**src/rtl/br_pkg.sv**
```systemverilog
// br_pkg: shared types and constants for the branch resolver and its prediction queue
//   br_state_e - resolver FSM states (RUN, FLUSH)
//   br_entry_t - one in-flight prediction {pc, pred_taken, pred_pc}
//   ENTRY_W    - packed width of br_entry_t
//   PC_STEP    - sequential instruction size in bytes
package br_pkg;
    typedef enum logic {RUN, FLUSH} br_state_e;
    typedef struct packed {
        logic [31:0] pc;
        logic        pred_taken;
        logic [31:0] pred_pc;
    } br_entry_t;
    localparam int ENTRY_W = $bits(br_entry_t);
    localparam logic [31:0] PC_STEP = 32'd4;
endpackage

```
**src/rtl/pred_fifo.sv**
```systemverilog
// pred_fifo: in-flight prediction queue, DEPTH entries (power of two, 2..16)
//   clk, reset   - clock, synchronous active-high reset
//   flush        - synchronous empty; wins over a same-cycle push or pop
//   push, din    - write an entry (ignored when full)
//   pop          - drop the head entry (ignored when empty)
//   dout         - current head entry
//   full, empty  - occupancy flags
module pred_fifo
    import br_pkg::*;
#(
    parameter int DEPTH = 4
) (
    input  logic               clk,
    input  logic               reset,
    input  logic               flush,
    input  logic               push,
    input  logic [ENTRY_W-1:0] din,
    input  logic               pop,
    output logic [ENTRY_W-1:0] dout,
    output logic               full,
    output logic               empty
);
    localparam int AW = $clog2(DEPTH);
    logic [ENTRY_W-1:0] mem_q [DEPTH];
    logic [AW-1:0]      rd_q, wr_q;
    logic [AW:0]        cnt_q;
    logic               do_push, do_pop;
    assign full    = cnt_q == (AW+1)'(DEPTH);
    assign empty   = cnt_q == '0;
    assign dout    = mem_q[rd_q];
    assign do_push = push && !full;
    assign do_pop  = pop && !empty;
    always_ff @(posedge clk) begin
        if (do_push && !reset && !flush) mem_q[wr_q] <= din;
    end
    always_ff @(posedge clk) begin
        if (reset || flush) begin
            rd_q  <= '0;
            wr_q  <= '0;
            cnt_q <= '0;
        end else begin
            if (do_push) wr_q <= wr_q + 1'b1;
            if (do_pop) rd_q <= rd_q + 1'b1;
            cnt_q <= cnt_q + (AW+1)'(do_push) - (AW+1)'(do_pop);
        end
    end
endmodule

```
**src/rtl/branch_resolver.sv**
```systemverilog
// branch_resolver: matches EX-stage branch resolutions against fetch-time predictions,
// drives the predictor update bus and raises a one-cycle mispredict/redirect.
//   fetch side : f_valid, f_pc, f_pred_taken, f_pred_pc -> f_ready
//   resolve    : r_valid, r_pc, r_is_cond, r_is_jump, r_taken, r_target
//   update bus : update_B_history, update_B_target (pulses), ID_EX_PC, actual_pc, actual_taken
//   redirect   : mispredict (pulse), redirect_pc; q_err is a sticky ordering error
//   optional   : BR_RESOLVER_STATS_EN adds stat_branches, stat_mispred counters
module branch_resolver
    import br_pkg::*;
#(
    parameter int DEPTH = 4
) (
    input  logic        clk,
    input  logic        reset,
    input  logic        f_valid,
    input  logic [31:0] f_pc,
    input  logic        f_pred_taken,
    input  logic [31:0] f_pred_pc,
    output logic        f_ready,
    input  logic        r_valid,
    input  logic [31:0] r_pc,
    input  logic        r_is_cond,
    input  logic        r_is_jump,
    input  logic        r_taken,
    input  logic [31:0] r_target,
    output logic        update_B_history,
    output logic        update_B_target,
    output logic [31:0] ID_EX_PC,
    output logic [31:0] actual_pc,
    output logic        actual_taken,
    output logic        mispredict,
    output logic [31:0] redirect_pc,
    output logic        q_err
`ifdef BR_RESOLVER_STATS_EN
    ,
    output logic [31:0] stat_branches,
    output logic [31:0] stat_mispred
`endif
);
    br_state_e          state_q, state_d;
    br_entry_t          head, entry_in;
    logic [ENTRY_W-1:0] head_raw;
    logic               full, empty, res, bad, mis, unused;
    logic [31:0]        actual_next;
    logic               hist_q, btgt_q, atk_q, mis_q, err_q;
    logic [31:0]        idex_q, apc_q, redir_q;

    assign entry_in    = '{pc: f_pc, pred_taken: f_pred_taken, pred_pc: f_pred_pc};
    assign head        = head_raw;
    assign unused      = head.pred_taken;
    assign f_ready     = !full && state_q == RUN;
    assign res         = r_valid && state_q == RUN;
    // an out-of-order resolve never consumes the head, so the queue stays intact for debug
    assign bad         = empty || head.pc != r_pc;
    assign actual_next = r_taken ? r_target : r_pc + PC_STEP;
    assign mis         = res && !bad && head.pred_pc != actual_next;
    assign state_d     = state_q == FLUSH ? RUN : (mis ? FLUSH : RUN);

    // flush beats push, so a fetch issued alongside the mispredicting resolve is dropped
    pred_fifo #(.DEPTH(DEPTH)) u_fifo (
        .clk  (clk),
        .reset(reset),
        .flush(mis),
        .push (f_valid && f_ready),
        .din  (entry_in),
        .pop  (res && !bad),
        .dout (head_raw),
        .full (full),
        .empty(empty)
    );

    always_ff @(posedge clk) begin
        if (reset) begin
            state_q <= RUN;
            hist_q  <= 1'b0;
            btgt_q  <= 1'b0;
            mis_q   <= 1'b0;
            err_q   <= 1'b0;
            atk_q   <= 1'b0;
            idex_q  <= '0;
            apc_q   <= '0;
            redir_q <= '0;
        end else begin
            state_q <= state_d;
            hist_q  <= res && r_is_cond;
            btgt_q  <= res && (r_is_cond || r_is_jump) && r_taken;
            mis_q   <= mis;
            if (res && bad) err_q <= 1'b1;
            if (mis) redir_q <= actual_next;
            if (res) begin
                idex_q <= r_pc;
                apc_q  <= r_target;
                atk_q  <= r_taken;
            end
        end
    end

    assign update_B_history = hist_q;
    assign update_B_target  = btgt_q;
    assign ID_EX_PC         = idex_q;
    assign actual_pc        = apc_q;
    assign actual_taken     = atk_q;
    assign mispredict       = mis_q;
    assign redirect_pc      = redir_q;
    assign q_err            = err_q;

`ifdef BR_RESOLVER_STATS_EN
    logic [31:0] nbr_q, nmis_q;
    always_ff @(posedge clk) begin
        if (reset) begin
            nbr_q  <= '0;
            nmis_q <= '0;
        end else begin
            if (res && (r_is_cond || r_is_jump)) nbr_q <= nbr_q + 32'd1;
            if (mis) nmis_q <= nmis_q + 32'd1;
        end
    end
    assign stat_branches = nbr_q;
    assign stat_mispred  = nmis_q;
`endif
endmodule

```
**config.mk**
```make
export PLATFORM = sky130hd
export DESIGN_NAME = branch_resolver
export DESIGN_NICKNAME = d
export VERILOG_FILES = /design/src/rtl/br_pkg.sv /design/src/rtl/pred_fifo.sv /design/src/rtl/branch_resolver.sv
export SDC_FILE = /design/constraint.sdc
export NUM_CORES = 1
export LEC_CHECK = 0
export CAP_MARGIN = 20
export CORE_ASPECT_RATIO = 1.4
export CORE_UTILIZATION = 50
export DETAILED_ROUTE_END_ITERATION = 6
export GPL_ROUTABILITY_DRIVEN = 1
export PLACE_DENSITY = 0.72
export SLEW_MARGIN = 20
export SYNTH_ARGS = -nofsm -noshare
export SYNTH_HDL_FRONTEND = slang
export SYNTH_SLANG_ARGS = --single-unit
```
**constraint.sdc**
```tcl
create_clock -name clk -period 14.25 [get_ports clk]
set_input_delay 2.1375 -clock clk [delete_from_list [all_inputs] [get_ports clk]]
set_output_delay 2.1375 -clock clk [all_outputs]
set_load 0.02 [all_outputs]
```
==> results.txt <==
* Post-DRT Antenna Nets: 0
- The critical path is of the in2reg type.
- Number of instances on the worst hold path: 2
* Number of distinct library cells after synthesis: 72
- Final worst clock skew: 0.0241 ns
- Max_cap viols: 0
* #FFs+latches synth: 367
- Worst endpoint data arrival time: 7.26 ns
* Endpoint with the worst hold slack: actual_pc[23]
- Setup crit start kind: input pin
* Pleak: approximately 6.5 nW
- Setup repair after global routing missed its margin: false
- The clock tree synthesis step divided the H-tree into 2 levels.
- The worst setup path is captured at a flop.
- Synthesized cell area: 16200 um^2
* Maximum number of pins on one net before global-route repair: just over 70
- Most common cell after layout, fill and taps aside: sky130_fd_sc_hd__edfxtp_1
- At the pin with the least slew margin, the transition time is just over 1 ns.
* Share of the cycle needed by the critical path after routing: 49.9%
- Post-CTS setup buffer count: 0
- Via total after detailed routing: between 10000 and 15000
- CTS root buffer: sky130_fd_sc_hd__clkbuf_16
- Dividing the detail-routed wire length by the instance count gives 24.1 um.
- Worst setup slack for register-to-register paths: around 8.4 ns
* Remaining global-route overflow: 0
- Wires add up to 45.1 mm.
- Yosys warning total: 0
- Number of gates given a new drive strength after cts: 0
- Worst reg2reg endpoint: u_fifo.mem_q[3][12]
* Number of global-route vias before repair: 11200
- Post-synth EDFFs: 256
* DIE AREA: 33200 um^2
* Hold buffer count at CTS: 0
- The count of final max-slew check failures is 0.
- Clock buffer depth: 3
- Number of remaining DRC errors: 0
* Number of ports placed on the die boundary: 238
- Counting every instance in the synthesized netlist gives 1247.
- Drt first pass iters: 7
* Initial antenna violation count: 3
- Hold crit path type: reg2reg
* FF-to-FF path depth: 11
* Initial core utilization: between 50% and 60%
* Largest fanout on the critical path: 64
- The first global-routing pass estimated 67.1 mm of wire.
- 1st-iter DRT viols: 764
- Site Rows: 77
- The startpoint identified for the worst hold timing path is actual_pc[23].
* Synthesized net count: 1391
- Portion of the post-synthesis area used by sequential elements: between 60% and 70%
* Proportion of register bits with asynchronous set or reset after synthesis: 0%
- Measured against its own limit, the worst slew margin works out to a little under a third.
- Required time at the endpoint of the critical path: 14.39 ns
* Syn Area/Cell: 13.0 um^2
- Largest voltage drop on the vdd net: 0.111 mV
* CTS tree: done
* Setup slack after layout: 7.13 ns
* Number of sinks driven by the clock tree: 367
- Using the TritonRoute via totals, the vias-per-cell ratio works out to 5.99.
- The final count of hold timing violations was 0.
- Core Util, Final: between 60 and 70%
- In the layout the commonest cells are 256 x sky130_fd_sc_hd__edfxtp_1, 234 x sky130_fd_sc_hd__clkdlybuf4s50_1, 196 x sky130_fd_sc_hd__nand2_1.
- After clock tree synthesis, the clock-pin slew on the worst setup and hold paths is 0.06 ns.
* Final HPWL from detailed placement: 31.0 mm
* Minimum clock period: 7.12 ns
- Measured along the y axis, the die boundary spans 215 um.
- Commonest register cell after synthesis: sky130_fd_sc_hd__edfxtp_1
- Setup WS pre-CTS: 6.63 ns
- Final weighted congestion in routability-driven placement: 0.929
- For the final routed database, the setup TNS stands at 0 ns.
- For this run, the top clock speed supported by timing is 141 MHz.
- Input and output buffers added on the ports amount to 236.
- From synthesis to final layout, the design area changed by 23.2%.
* Horiz. Die Dim: 154 um
* Fin nets: 1591
* Final setup violating endpoints: 0
* TritonCTS buffer count: 36
- In the global route stage, overall resource usage came out at 27.4%.
* Area of the core: about 32000 um^2
- Power comes to ~2.4 mW.
* Status: completed
- The post-route netlist has 11.1% of its cells at a drive strength greater than 1.
- Clock insertion delay at the later pin of the skew report: 0.54 ns
- Power spread over the standard cell area amounts to 122 nW/um^2.
-- critical path, cell delays in order --
cell and delay [ns]:
sky130_fd_sc_hd__clkdlybuf4s50_1 0.90, sky130_fd_sc_hd__ha_1 0.38, sky130_fd_sc_hd__nand3_1 0.37, sky130_fd_sc_hd__or3_1 0.65
sky130_fd_sc_hd__or3_4 0.43, sky130_fd_sc_hd__o2bb2ai_1 0.14, sky130_fd_sc_hd__or4b_1 0.51, sky130_fd_sc_hd__nor4_2 0.29
sky130_fd_sc_hd__a41oi_2 0.14, sky130_fd_sc_hd__buf_4 0.26, sky130_fd_sc_hd__nor3_4 0.18, sky130_fd_sc_hd__buf_4 0.78
-- where the power goes --
part | switching (mW) | internal, mW | leakage, nW
logic | 0.179 | 0.123 | 2.70
clock network | 0.394 | 0.532 | 0.561
registers | 0.0157 | 1.20 | 3.23
total | 0.588 | 1.85 | 6.49
-- through the flow --
step	hold slack, ns	instance area, um^2	cells
2_1_floorplan	0.515	16200	1247
3_3_place_gp	0.441	18800	1804
3_5_place_dp	0.446	18800	1804
4_1_cts	0.454	20000	1869
5_1_grt	0.471	20000	1872
6_report	0.452	20000	1872
-- layer usage --
metal  share of wire [%]  routed length [um]  vias up  GRT usage (%)
li1                    -                   -     5063              -
met1                  39               17700     5619           34.1
met2                  52               23400      457           48.2
met3                 5.8                2600       77           4.03
met4                 3.0                1360        0           9.97
met5                   0                   0        -              0
-- worst max path at each step --
stage,from,endpoint,slack [ns]
finish,r_pc[2],u_fifo.mem_q[3][12],7.13
detailed placement,r_pc[2],u_fifo.mem_q[3][9],6.63
global placement,r_pc[2],u_fifo.mem_q[1][33],6.65
floorplan,r_pc[2],u_fifo.mem_q[0][0],6.50
CTS,r_pc[2],u_fifo.mem_q[3][12],7.18
global route,r_pc[2],u_fifo.mem_q[3][12],6.89
-- area by class of cell --
class | instances | area, um^2
Sequential cell | 367 | 9910
Inverter | 14 | 52.6
Clock inverter | 15 | 139
Tap cell | 395 | 494
Antenna cell | 3 | 7.51
Multi-Input combinational cell | 776 | 5890
Fill cell | 2436 | 11800
Clock buffer | 50 | 1000
Timing Repair Buffer | 252 | 2470
-- logic make-up (layout without fill, tap and decap cells) --
| group | Yosys count | after routing | share of synthesized area [%] |
|---|---|---|---|
| XOR/XNOR | 77 | 77 | 4.33 |
| adder cells (fa/ha/maj) | 8 | 8 | 0.663 |
| AND/OR/NAND/NOR | 429 | 429 | 13.4 |
| multiplexers | 109 | 109 | 11.7 |
| other | 0 | 3 | 0 |
| buffers and inverters | 104 | 331 | 2.85 |
| flip-flops | 367 | 367 | 61.1 |
| AO/OA/AOI/OAI | 153 | 153 | 5.93 |
-- synth_stat cells, types with 19 or more instances --
master	instances	area (um^2)
sky130_fd_sc_hd__nand4_1	30	188
sky130_fd_sc_hd__nor2b_1	19	119
sky130_fd_sc_hd__nand3_1	27	135
sky130_fd_sc_hd__clkbuf_1	55	206
sky130_fd_sc_hd__edfxtp_1	256	7690
sky130_fd_sc_hd__a21oi_1	79	395
sky130_fd_sc_hd__dfxtp_1	111	2220
sky130_fd_sc_hd__nor2_1	39	146
sky130_fd_sc_hd__xnor2_1	60	526
sky130_fd_sc_hd__mux4_2	63	1420
sky130_fd_sc_hd__nand2_1	196	736
sky130_fd_sc_hd__mux2i_1	28	280
-- flip-flops by register name (all words and copies together) (netlist names), named ones only --
| signal | flops |
|---|---|
| update_B_target | 1 |
| state_q | 1 |
| update_B_history | 1 |
| q_err | 1 |
| actual_taken | 1 |
| mispredict | 1 |
| u_fifo.wr_q | 2 |
| redirect_pc | 32 |
| u_fifo.mem_q | 256 |
| u_fifo.cnt_q | 3 |
| actual_pc | 32 |
| u_fifo.rd_q | 2 |
| ID_EX_PC | 32 |
No activity file was read; power rests on OpenSTA's default activity.
